[src/rtl/jt49_dcrm_sched.sv]
`timescale 1ns/1ps
// jt49_dcrm_sched: time-shares one DC-removal engine across PSG channels A, B, C each sample.
// Latency: frame_done 2 + sum over enabled channels of (k+2) cycles after cen; TMO+2 on a timeout.
// Backpressure: none; cen during a frame is dropped and recorded in sticky overrun.
module jt49_dcrm_sched #(
  parameter int TMO = 16,
  parameter int DW  = 8
) (
  input  logic          clk,
  input  logic          rst_n,
  input  logic          cen,
  input  logic [2:0]    ch_en,
  input  logic [DW-1:0] din_a,
  input  logic [DW-1:0] din_b,
  input  logic [DW-1:0] din_c,
  output logic          eng_start,
  output logic [1:0]    eng_ch,
  output logic [DW-1:0] eng_din,
  input  logic          eng_done,
  input  logic [DW-1:0] eng_dout,
  output logic [DW-1:0] dout_a,
  output logic [DW-1:0] dout_b,
  output logic [DW-1:0] dout_c,
  output logic [DW+1:0] mix,
  output logic          frame_done,
  output logic          overrun,
  output logic          timeout
);

  typedef enum logic [2:0] {S_IDLE, S_ISSUE, S_WAIT, S_NEXT, S_COMMIT} state_t;

  state_t        state_q, state_d;
  logic [DW-1:0] cap_a_q, cap_a_d, cap_b_q, cap_b_d, cap_c_q, cap_c_d;
  logic [DW-1:0] sh_a_q, sh_a_d, sh_b_q, sh_b_d, sh_c_q, sh_c_d;
  logic [2:0]    pend_q, pend_d, en_q, en_d;
  logic [7:0]    cnt_q, cnt_d;
  logic          eng_start_q, eng_start_d;
  logic [1:0]    eng_ch_q, eng_ch_d;
  logic [DW-1:0] eng_din_q, eng_din_d;
  logic [DW-1:0] dout_a_q, dout_a_d, dout_b_q, dout_b_d, dout_c_q, dout_c_d;
  logic [DW+1:0] mix_q, mix_d;
  logic          frame_done_q, frame_done_d;
  logic          overrun_q, overrun_d, timeout_q, timeout_d;

  // Lowest pending channel goes first, giving the fixed A, B, C issue order.
  function automatic logic [1:0] lowest(input logic [2:0] m);
    if (m[0]) return 2'd0;
    if (m[1]) return 2'd1;
    return 2'd2;
  endfunction

  function automatic logic [DW-1:0] pick(input logic [1:0] ch, input logic [DW-1:0] a,
                                         input logic [DW-1:0] b, input logic [DW-1:0] c);
    case (ch)
      2'd0:    return a;
      2'd1:    return b;
      default: return c;
    endcase
  endfunction

  function automatic logic [DW+1:0] sx(input logic [DW-1:0] v);
    return {{2{v[DW-1]}}, v};
  endfunction

  // Next-state and datapath: the engine request registers are loaded on entry to ISSUE
  // so eng_start/eng_ch/eng_din are all valid together during the ISSUE cycle.
  always_comb begin
    state_d      = state_q;
    cap_a_d      = cap_a_q;
    cap_b_d      = cap_b_q;
    cap_c_d      = cap_c_q;
    sh_a_d       = sh_a_q;
    sh_b_d       = sh_b_q;
    sh_c_d       = sh_c_q;
    pend_d       = pend_q;
    en_d         = en_q;
    cnt_d        = cnt_q;
    eng_start_d  = 1'b0;
    eng_ch_d     = eng_ch_q;
    eng_din_d    = eng_din_q;
    dout_a_d     = dout_a_q;
    dout_b_d     = dout_b_q;
    dout_c_d     = dout_c_q;
    mix_d        = mix_q;
    frame_done_d = 1'b0;
    overrun_d    = overrun_q;
    timeout_d    = timeout_q;

    if (cen && (state_q != S_IDLE)) overrun_d = 1'b1;

    case (state_q)
      S_IDLE: begin
        if (cen) begin
          cap_a_d = din_a;
          cap_b_d = din_b;
          cap_c_d = din_c;
          pend_d  = ch_en;
          en_d    = ch_en;
          if (ch_en == 3'b000) begin
            state_d = S_COMMIT;
          end else begin
            state_d     = S_ISSUE;
            eng_start_d = 1'b1;
            eng_ch_d    = lowest(ch_en);
            eng_din_d   = pick(lowest(ch_en), din_a, din_b, din_c);
          end
        end
      end
      S_ISSUE: begin
        cnt_d   = 8'(TMO);
        state_d = S_WAIT;
      end
      S_WAIT: begin
        // A done in the expiry cycle wins over the timeout.
        if (eng_done || (cnt_q == 8'd1)) begin
          case (eng_ch_q)
            2'd0:    sh_a_d = eng_done ? eng_dout : '0;
            2'd1:    sh_b_d = eng_done ? eng_dout : '0;
            default: sh_c_d = eng_done ? eng_dout : '0;
          endcase
          pend_d  = pend_q & ~(3'b001 << eng_ch_q);
          state_d = S_NEXT;
          if (!eng_done) timeout_d = 1'b1;
        end
        cnt_d = cnt_q - 8'd1;
      end
      S_NEXT: begin
        if (pend_q != 3'b000) begin
          state_d     = S_ISSUE;
          eng_start_d = 1'b1;
          eng_ch_d    = lowest(pend_q);
          eng_din_d   = pick(lowest(pend_q), cap_a_q, cap_b_q, cap_c_q);
        end else begin
          state_d = S_COMMIT;
        end
      end
      S_COMMIT: begin
        dout_a_d     = en_q[0] ? sh_a_q : '0;
        dout_b_d     = en_q[1] ? sh_b_q : '0;
        dout_c_d     = en_q[2] ? sh_c_q : '0;
        mix_d        = sx(dout_a_d) + sx(dout_b_d) + sx(dout_c_d);
        frame_done_d = 1'b1;
        state_d      = S_IDLE;
      end
      default: state_d = S_IDLE;
    endcase
  end

  // State and output registers; reset aborts any frame and forgets in-flight requests.
  always_ff @(posedge clk or negedge rst_n) begin
    if (!rst_n) begin
      state_q      <= S_IDLE;
      cap_a_q      <= '0;
      cap_b_q      <= '0;
      cap_c_q      <= '0;
      sh_a_q       <= '0;
      sh_b_q       <= '0;
      sh_c_q       <= '0;
      pend_q       <= '0;
      en_q         <= '0;
      cnt_q        <= '0;
      eng_start_q  <= 1'b0;
      eng_ch_q     <= '0;
      eng_din_q    <= '0;
      dout_a_q     <= '0;
      dout_b_q     <= '0;
      dout_c_q     <= '0;
      mix_q        <= '0;
      frame_done_q <= 1'b0;
      overrun_q    <= 1'b0;
      timeout_q    <= 1'b0;
    end else begin
      state_q      <= state_d;
      cap_a_q      <= cap_a_d;
      cap_b_q      <= cap_b_d;
      cap_c_q      <= cap_c_d;
      sh_a_q       <= sh_a_d;
      sh_b_q       <= sh_b_d;
      sh_c_q       <= sh_c_d;
      pend_q       <= pend_d;
      en_q         <= en_d;
      cnt_q        <= cnt_d;
      eng_start_q  <= eng_start_d;
      eng_ch_q     <= eng_ch_d;
      eng_din_q    <= eng_din_d;
      dout_a_q     <= dout_a_d;
      dout_b_q     <= dout_b_d;
      dout_c_q     <= dout_c_d;
      mix_q        <= mix_d;
      frame_done_q <= frame_done_d;
      overrun_q    <= overrun_d;
      timeout_q    <= timeout_d;
    end
  end

  assign eng_start  = eng_start_q;
  assign eng_ch     = eng_ch_q;
  assign eng_din    = eng_din_q;
  assign dout_a     = dout_a_q;
  assign dout_b     = dout_b_q;
  assign dout_c     = dout_c_q;
  assign mix        = mix_q;
  assign frame_done = frame_done_q;
  assign overrun    = overrun_q;
  assign timeout    = timeout_q;

endmodule

[config.mk]
export PLATFORM = sky130hd
export DESIGN_NAME = jt49_dcrm_sched
export DESIGN_NICKNAME = d
export VERILOG_FILES = /design/src/rtl/jt49_dcrm_sched.sv
export SDC_FILE = /design/constraint.sdc
export NUM_CORES = 1
export LEC_CHECK = 0
export ABC_AREA = 1
export CAP_MARGIN = 30
export CORE_MARGIN = 5
export CORE_UTILIZATION = 50
export DETAILED_ROUTE_END_ITERATION = 12
export PLACE_DENSITY = 0.75
export SLEW_MARGIN = 20
export SYNTH_ARGS = -nofsm -noshare
export SYNTH_HDL_FRONTEND = slang
export SYNTH_SLANG_ARGS = --single-unit
[constraint.sdc]
create_clock -name clk -period 3.4 [get_ports clk]
set_input_delay 0.34 -clock clk [delete_from_list [all_inputs] [get_ports clk]]
set_output_delay 0.34 -clock clk [all_outputs]
set_load 0.02 [all_outputs]
==> results of run 1 <==
-- flip-flops by register name, indices dropped and copies added, names as in the netlist --
register / flops
state_q: 3
cap_b_q: 8
en_q: 3
frame_done: 1
cap_a_q: 8
dout_a: 8
sh_a_q: 8
eng_din: 8
dout_b: 8
sh_c_q: 8
sh_b_q: 8
pend_q: 3
overrun: 1
eng_start: 1
cap_c_q: 8
timeout: 1
dout_c: 8
mix: 10
eng_ch: 2
cnt_q: 8
-- synthesized netlist by cell type, drive strengths merged, types with 3 or more instances --
library cell  number  area share (%)
nand2            297              19
dfrtp            113              49
o21ai             76             8.5
inv               62             4.1
nand3             37             3.9
nor2              21             2.3
buf               20             2.9
ha                10             2.2
o211ai            10             1.3
fa                 9             3.1
a21oi              7            0.61
nor3               5            0.63
clkbuf             3            0.19
-- layout make-up --
type | instances | area, um^2
inverter | 62 | 235
multi-input combinational | 485 | 2540
clock buffer | 25 | 485
clock inverter | 6 | 80.1
fill | 968 | 4100
timing repair buffer | 89 | 916
tap | 143 | 179
sequential | 113 | 2830
-- per-layer routing --
layer  vias up  share of wire (%)  track usage [%]
li1       2339                  -                -
met1      2291                 43             24.8
met2       166                 51             33.2
met3        22                5.1             4.47
met4         0                1.7             7.31
met5         -                  0                0
-- per-stage QoR --
stage          area (um^2)  cells
2_1_floorplan         5790    683
3_3_place_gp          6670    890
3_5_place_dp          6670    890
4_1_cts               7230    921
5_1_grt               7270    923
6_report              7270    923
-- logic make-up after synthesis --
logic type | Yosys count | synth area share [%]
simple gates | 364 | 26.8
mux | 1 | 0.173
buf+inv | 85 | 7.20
flops | 113 | 48.8
compound gates | 98 | 11.2
fa+ha+maj | 19 | 5.27
xor+xnor | 3 | 0.454
-- repair_timing --
action                                  4_1_cts  5_1_grt
endpoints found under the setup margin        0        0
hold buffers                                  0        1
hold endpoints to repair                      0       19
-- where the power goes --
part	leakage, nW	internal, W	total, W	switching [W]
Clock	0.281	0.00113	0.00170	0.000570
Sequential	1.48	0.00185	0.00224	0.000387
Combinational	1.83	0.000931	0.00240	0.00147
-- worst max-delay path by stage --
stage | end | cells past startpoint | from | slack [ns]
finish | mix[5] | 11 | en_q[0] | 0.80
global route | mix[9] | 13 | en_q[0] | 0.68
CTS | mix[5] | 11 | en_q[0] | 0.84
detailed placement | mix[5] | 11 | en_q[0] | 0.85
global placement | mix[9] | 13 | en_q[0] | 0.92
floorplan | mix[9] | 14 | en_q[0] | 0.97
==> flow_summary.ini, run 1 <==
[status]
status = finished clean

[placement]
port_buffers = 86
pre_cts_ws_ns = 0.853
hpwl_um = 9630
gp_congestion = 0.873

[clock_tree]
clkTransAtPathRegs_ns = 0.05
postCtsSetupRepairBufs = 0
cts_buffers = 17
cts_sinks = 113
post_cts_resized = 0
cts_tree = yes
clk_latency_ns = 0.41
root_buffer = clkbuf_16
clockBufferDepth = 2
htree_levels = 4

[setup_path]
path_delay_family = adder cells
path_max_fanout = 9
worst-path-buf-inv = 1
reg2reg_slack_ns = 0.80
worstSetupPathType = reg -> reg
crit_path_end_kind = register
r2r_start = en_q[0]
r2r.worst_path.cells = 11
crit_chain = nand2_1, fa_1, inv_1, ha_1, fa_1, nand2_1, nand2_1, and2_1, nand2_1, nand2_1, o21ai_1
critPathLaunchType = register
arrival_ns = 2.93
slowest_delay_ns = 0.56
cp_slowest_cell = fa_1
crit_required_ns = 3.73
regToRegEndpoint = mix[5]
critPathMostFrequentCell = nand2_1

[global_routing]
grt_pass1_vias = 4761
antenna_found_initial = 0
grt.total_usage_pct = 19.7
grt_max_degree = 68
grt_pass1_wl_um = 22500
grt_overflow = 0

[pwr]
power_density_mw_per_mm2 = 872
ir_drop_uv = 420
p_leak_nw = 3.59
p_total_w = 0.00634

[routing]
drt_first_pass_iters = 6
wl_um = 13400
ant_nets = 0
via_per_inst = 5.22
wl_per_cell_um = 14.5
drtIter0Drc = 391
drc_errors = 0
vias = 4818

[sta]
setup_tns_ns = 0
worstMarginPinSlew_ns = 0.688
hold_violations = 0
layout_min_cycle_time_ns = 2.60
final.period_utilization_pct = 76.4
slew_headroom_pct = 54.1
rsz0062_at_grt = no
max_freq_mhz = 385
layout_setup_ws_ns = 0.804
slew_violations = 0
hold_ws_ns = 0.372
setup-violations-final = 0
worst_clock_skew_ns = 0.00790

[cells_and_area]
area_delta_synth_final_pct = 25.5
postLayoutCoreUtil_pct = 63.9
final_common_cell = nand2_1
diodes = 0
nets = 826
drive_above_1_share_pct = 9.62
layout_common_cells = nand2_1, dfrtp_1, clkdlybuf4s50_1

[logic_synthesis]
async_flop_share_pct = 100
synth_seq_cells = 113
synthCells = 683
ys_seq_area_share_pct = 48.8
synth_edf_count = 0
ys_types = 38
synthFlopType = dfrtp_1
ys_warn_count = 0
netlist_area_mm2 = 0.00579
syn-num-nets = 741
postSynthAreaPerCell_um2 = 8.48

[floorplan]
io_pins = 87
start_util_pct = 50.9
die_width_um = 118
core_area_mm2 = 0.0114
die_h_um = 118
dieArea_mm2 = 0.0138
num_rows = 39

[worst_hold_path]
hold_class = in -> async

[job]
cap_violations = 0
Note: power is estimated with default switching activity, not from simulation.
==> run 2: changes to the inputs <==
==> constraint.sdc (replaced) <==
create_clock -name clk -period 2.7 [get_ports clk]
set_input_delay 0.27 -clock clk [delete_from_list [all_inputs] [get_ports clk]]
set_output_delay 0.27 -clock clk [all_outputs]
set_load 0.02 [all_outputs]
==> flow_summary.ini, run 2 (synthesis gave the netlist of run 1 again) <==
[setup_path]
crit_path_end_kind = register
crit_required_ns = 2.99
r2r.worst_path.cells = 13
path_delay_family = adder cells
cp-startpoint = en_q[1]
r2r_start = en_q[1]
critPathLaunchType = register
slowest_delay_ns = 0.53
cp_slowest_cell = fa_1
reg2reg_slack_ns = 0.20
regToRegEndpoint = mix[9]
worst-path-buf-inv = 1
arrival_ns = 2.79
critPathMostFrequentCell = nand2_1
worstSetupPathType = reg -> reg
path_max_fanout = 9
crit_chain = nand2_1, fa_1, inv_1, ha_1, fa_1, nand2_1, nand2_1, nand3_1, nand2_1, nand2_1, nand2_1, nand2_1, nand2_1

[routing]
drc_errors = 0
ant_nets = 0
drt_first_pass_iters = 5
wl_um = 13500
via_per_inst = 5.19
wl_per_cell_um = 14.7
vias = 4795
drtIter0Drc = 395

[global_routing]
antenna_found_initial = 0
grt_overflow = 0
grt_pass1_wl_um = 22900
grt_pass1_vias = 4866
grt_max_degree = 72
grt.total_usage_pct = 20.1

[floorplan]
die_h_um = 118
num_rows = 39
io_pins = 87
dieArea_mm2 = 0.0138
start_util_pct = 50.9
core_area_mm2 = 0.0114
die_width_um = 118

[sta]
max_freq_mhz = 400
hold_violations = 0
worstMarginPinSlew_ns = 0.688
layout_min_cycle_time_ns = 2.50
rsz0062_at_grt = no
setup-violations-final = 0
setup_tns_ns = 0
final.period_utilization_pct = 92.6
slew_headroom_pct = 54.1
worst_clock_skew_ns = 0.0121
slew_violations = 0

[cells_and_area]
layout_common_cells = nand2_1, dfrtp_1, clkdlybuf4s50_1
drive_above_1_share_pct = 9.99
nets = 828
postLayoutCoreUtil_pct = 63.8
largest_reg_flops = 10
diodes = 0
area_delta_synth_final_pct = 25.3
layoutNonFillerInstCount = 924
fin_area_mm2 = 0.00726
final_common_cell = nand2_1

[placement]
port_buffers = 86
gp_congestion = 0.833
dp.cells = 893
place_area_mm2 = 0.00669
hpwl_um = 9550

[clock_tree]
root_buffer = clkbuf_16
clkTransAtPathRegs_ns = 0.05
clockBufferDepth = 2
cts_tree = yes
holdBufCountCts = 1
clk_latency_ns = 0.41
cts_buffers = 17
cts_sinks = 113
postCtsSetupRepairBufs = 0
post_cts_resized = 0
htree_levels = 4

[pwr]
ir_drop_uv = 453
seq_power_share_pct = 35.2
p_clk_share_pct = 26.4
internal-power_w = 0.00489
p_comb_share_pct = 38.5
netSwitchingFraction_pct = 38.6
power_density_mw_per_mm2 = 1100
p_leak_nw = 3.59
p_total_w = 0.00796
p_sw_w = 0.00307

[job]
cap_violations = 0

[status]
status = finished clean

[worst_hold_path]
hold_class = in -> async
==> run 2: cell types whose count changed in the layout (fill, tap and decap cells not counted) <==
cell        delta
clkinv_2       -1
buf_4          +3
bufinv_16      -1
clkbuf_1       -2
clkbuf_8       +2
clkinvlp_4     +1
buf_16         -1
==> run 2: how the worst max path moves through the flow <==
| stage | endpoint | cells past startpoint |
|---|---|---|
| global placement | mix[9] | 13 |
| detailed placement | mix[9] | 13 |
| floorplan | mix[9] | 14 |
| global route | mix[9] | 13 |
| CTS | mix[9] | 13 |
| finish | mix[9] | 13 |
==> run 2: final cells by class <==
class                      count  area [um^2]
inverter                      62          235
clock inverter                 5         52.6
fill                         991         4110
tap                          143          179
clock buffer                  25          505
multi-input combinational    485         2540
timing repair buffer          91          911
sequential                   113         2830
==> run 2: power groups by stage <==
stage / registers [W] / clock network (W) / logic, W
6_report: 0.00280 / 0.00210 / 0.00306
2_1_floorplan: 0.00295 / 0 / 0.00191
3_3_place_gp: 0.00279 / 0 / 0.00296
3_5_place_dp: 0.00281 / 0 / 0.00304
5_1_grt: 0.00288 / 0.00221 / 0.00341
4_1_cts: 0.00280 / 0.00212 / 0.00308
==> run 2: stage by stage <==
stage / setup WS [ns] / hold WS (ns)
global placement: 0.255 / 0.298
detailed placement: 0.200 / 0.303
CTS: 0.191 / 0.413
global route: 0.0254 / 0.450
floorplan: 0.268 / -0.0256
finish: 0.201 / 0.400
==> run 2: layer usage <==
| metal | vias up | global-route usage, % | wire length (um) |
|---|---|---|---|
| li1 | 2351 | - | - |
| met4 | 0 | 7.03 | 227 |
| met3 | 23 | 5.57 | 761 |
| met5 | - | 0 | 0 |
| met2 | 155 | 34.3 | 6840 |
| met1 | 2266 | 24.4 | 5720 |
==> run 3: changes to the inputs <==
--- a/config.mk
+++ b/config.mk
@@ -11,6 +11,7 @@
 export CORE_UTILIZATION = 50
 export DETAILED_ROUTE_END_ITERATION = 12
 export PLACE_DENSITY = 0.75
+export RECOVER_POWER = 50
 export SLEW_MARGIN = 20
 export SYNTH_ARGS = -nofsm -noshare
 export SYNTH_HDL_FRONTEND = slang
==> flow_summary.ini, run 3 (synthesis gave the netlist of run 1 again) <==
[status]
status = finished clean

[global_routing]
grt_overflow = 0
antenna_found_initial = 0
grt.total_usage_pct = 20.1
met1_usage_pct = 24.4
grt_max_degree = 72
grt_use_met2_pct = 34.3
met3_usage_pct = 5.57
grt_pass1_wl_um = 22900
grt_pass1_vias = 4866
top_usage_layer = met2

[routing]
drtIter0Drc = 413
drt_first_pass_iters = 5
vias = 4795
wl_um = 13500
drc_errors = 0
ant_nets = 0
wl_per_cell_um = 14.6
via_per_inst = 5.19

[floorplan]
dieArea_mm2 = 0.0138
io_pins = 87
core_area_mm2 = 0.0114
start_util_pct = 50.9
num_rows = 39
die_width_um = 118
die_h_um = 118

[sta]
worst_clock_skew_ns = 0.00757
slew_headroom_pct = 8.90
hold_ws_ns = 0.430
slew_violations = 0
hold_violations = 0
setup-violations-final = 0
max_freq_mhz = 399
setup_tns_ns = 0
layout_min_cycle_time_ns = 2.51
rsz0062_at_grt = no
worstMarginPinSlew_ns = 1.36
final.period_utilization_pct = 92.9

[clock_tree]
root_buffer = clkbuf_16
clkTransAtPathRegs_ns = 0.05
cts_sinks = 113
cts_tree = yes
clk_latency_ns = 0.41
post_cts_resized = 0
clockBufferDepth = 2
htree_levels = 4
postCtsSetupRepairBufs = 0
holdBufCountCts = 1
cts_buffers = 17

[pwr]
ir_drop_uv = 454
netSwitchingFraction_pct = 38.5
p_leak_nw = 3.58
seq_power_share_pct = 35.3
p_clk_share_pct = 26.5
power_density_mw_per_mm2 = 1100
p_comb_share_pct = 38.3
internal-power_w = 0.00487
p_sw_w = 0.00304

[setup_path]
path_max_fanout = 9
crit_required_ns = 2.99
crit_path_end_kind = register
arrival_ns = 2.80
worstSetupPathType = reg -> reg
reg2reg_slack_ns = 0.19
critPathLaunchType = register

[cells_and_area]
layout_common_cells = nand2_1, dfrtp_1, clkdlybuf4s50_1
area_delta_synth_final_pct = 24.6
largest_reg_flops = 10
nets = 828
final_common_cell = nand2_1
drive_above_1_share_pct = 9.73
diodes = 0

[placement]
hpwl_um = 9550
gp_congestion = 0.833
port_buffers = 86

[worst_hold_path]
hold_class = in -> reg

[job]
cap_violations = 0
-- run 3: final cells by class --
class | count | area (um^2)
Clock buffer | 25 | 505
Clock inverter | 5 | 52.6
Fill cell | 997 | 4160
Inverter | 62 | 235
Multi-Input combinational cell | 485 | 2520
Sequential cell | 113 | 2830
Tap cell | 143 | 179
Timing Repair Buffer | 91 | 896
-- run 3: layer usage --
layer / vias up / part of all wire (%) / wire length, um
met5: - / 0 / 0
met4: 0 / 2.1 / 282
met3: 29 / 5.2 / 707
met2: 138 / 50 / 6780
met1: 2279 / 42 / 5730
li1: 2349 / - / -
-- run 3: stage by stage --
stage	cells	util (%)	area (um^2)	worst slack, ns	power (W)
CTS	924	63.8	7260	0.191	0.00800
global placement	893	58.8	6690	0.255	0.00575
detailed placement	893	58.8	6690	0.200	0.00585
floorplan	683	-	5790	0.268	0.00485
finish	924	63.5	7210	0.193	0.00792
global route	924	63.5	7210	0.0174	0.00846
-- run 3: worst paths after layout --
check | end | startpoint | depth (start not counted)
worst max-delay path | mix[9] | en_q[1] | 13
worst min-delay path | cap_b_q[3] | din_b[3] | 3
worst max register to register | mix[9] | en_q[1] | 13
worst min register to register | timeout | timeout | 1
max in group asynchronous | cap_c_q[7] | rst_n | 3
min in group asynchronous | dout_b[7] | rst_n | 2
-- run 3: worst max-delay path, cell delays in order (launching register included) --
cell and delay (ns):
dfrtp_1 0.49, nand2_1 0.16, fa_1 0.53, inv_1 0.04, ha_1 0.22, fa_1 0.42
nand2_1 0.09, nand2_1 0.08, nand3_1 0.12, nand2_1 0.06, nand2_1 0.06, nand2_1 0.05
nand2_1 0.05, nand2_1 0.04
-- run 3: power groups by stage --
stage / combinational, W / clock, W / sequential (W)
after detailed placement: 0.00304 / 0 / 0.00281
final: 0.00303 / 0.00209 / 0.00279
after global placement: 0.00296 / 0 / 0.00279
after global routing: 0.00338 / 0.00221 / 0.00287
after floorplan: 0.00191 / 0 / 0.00295
after CTS: 0.00308 / 0.00212 / 0.00280
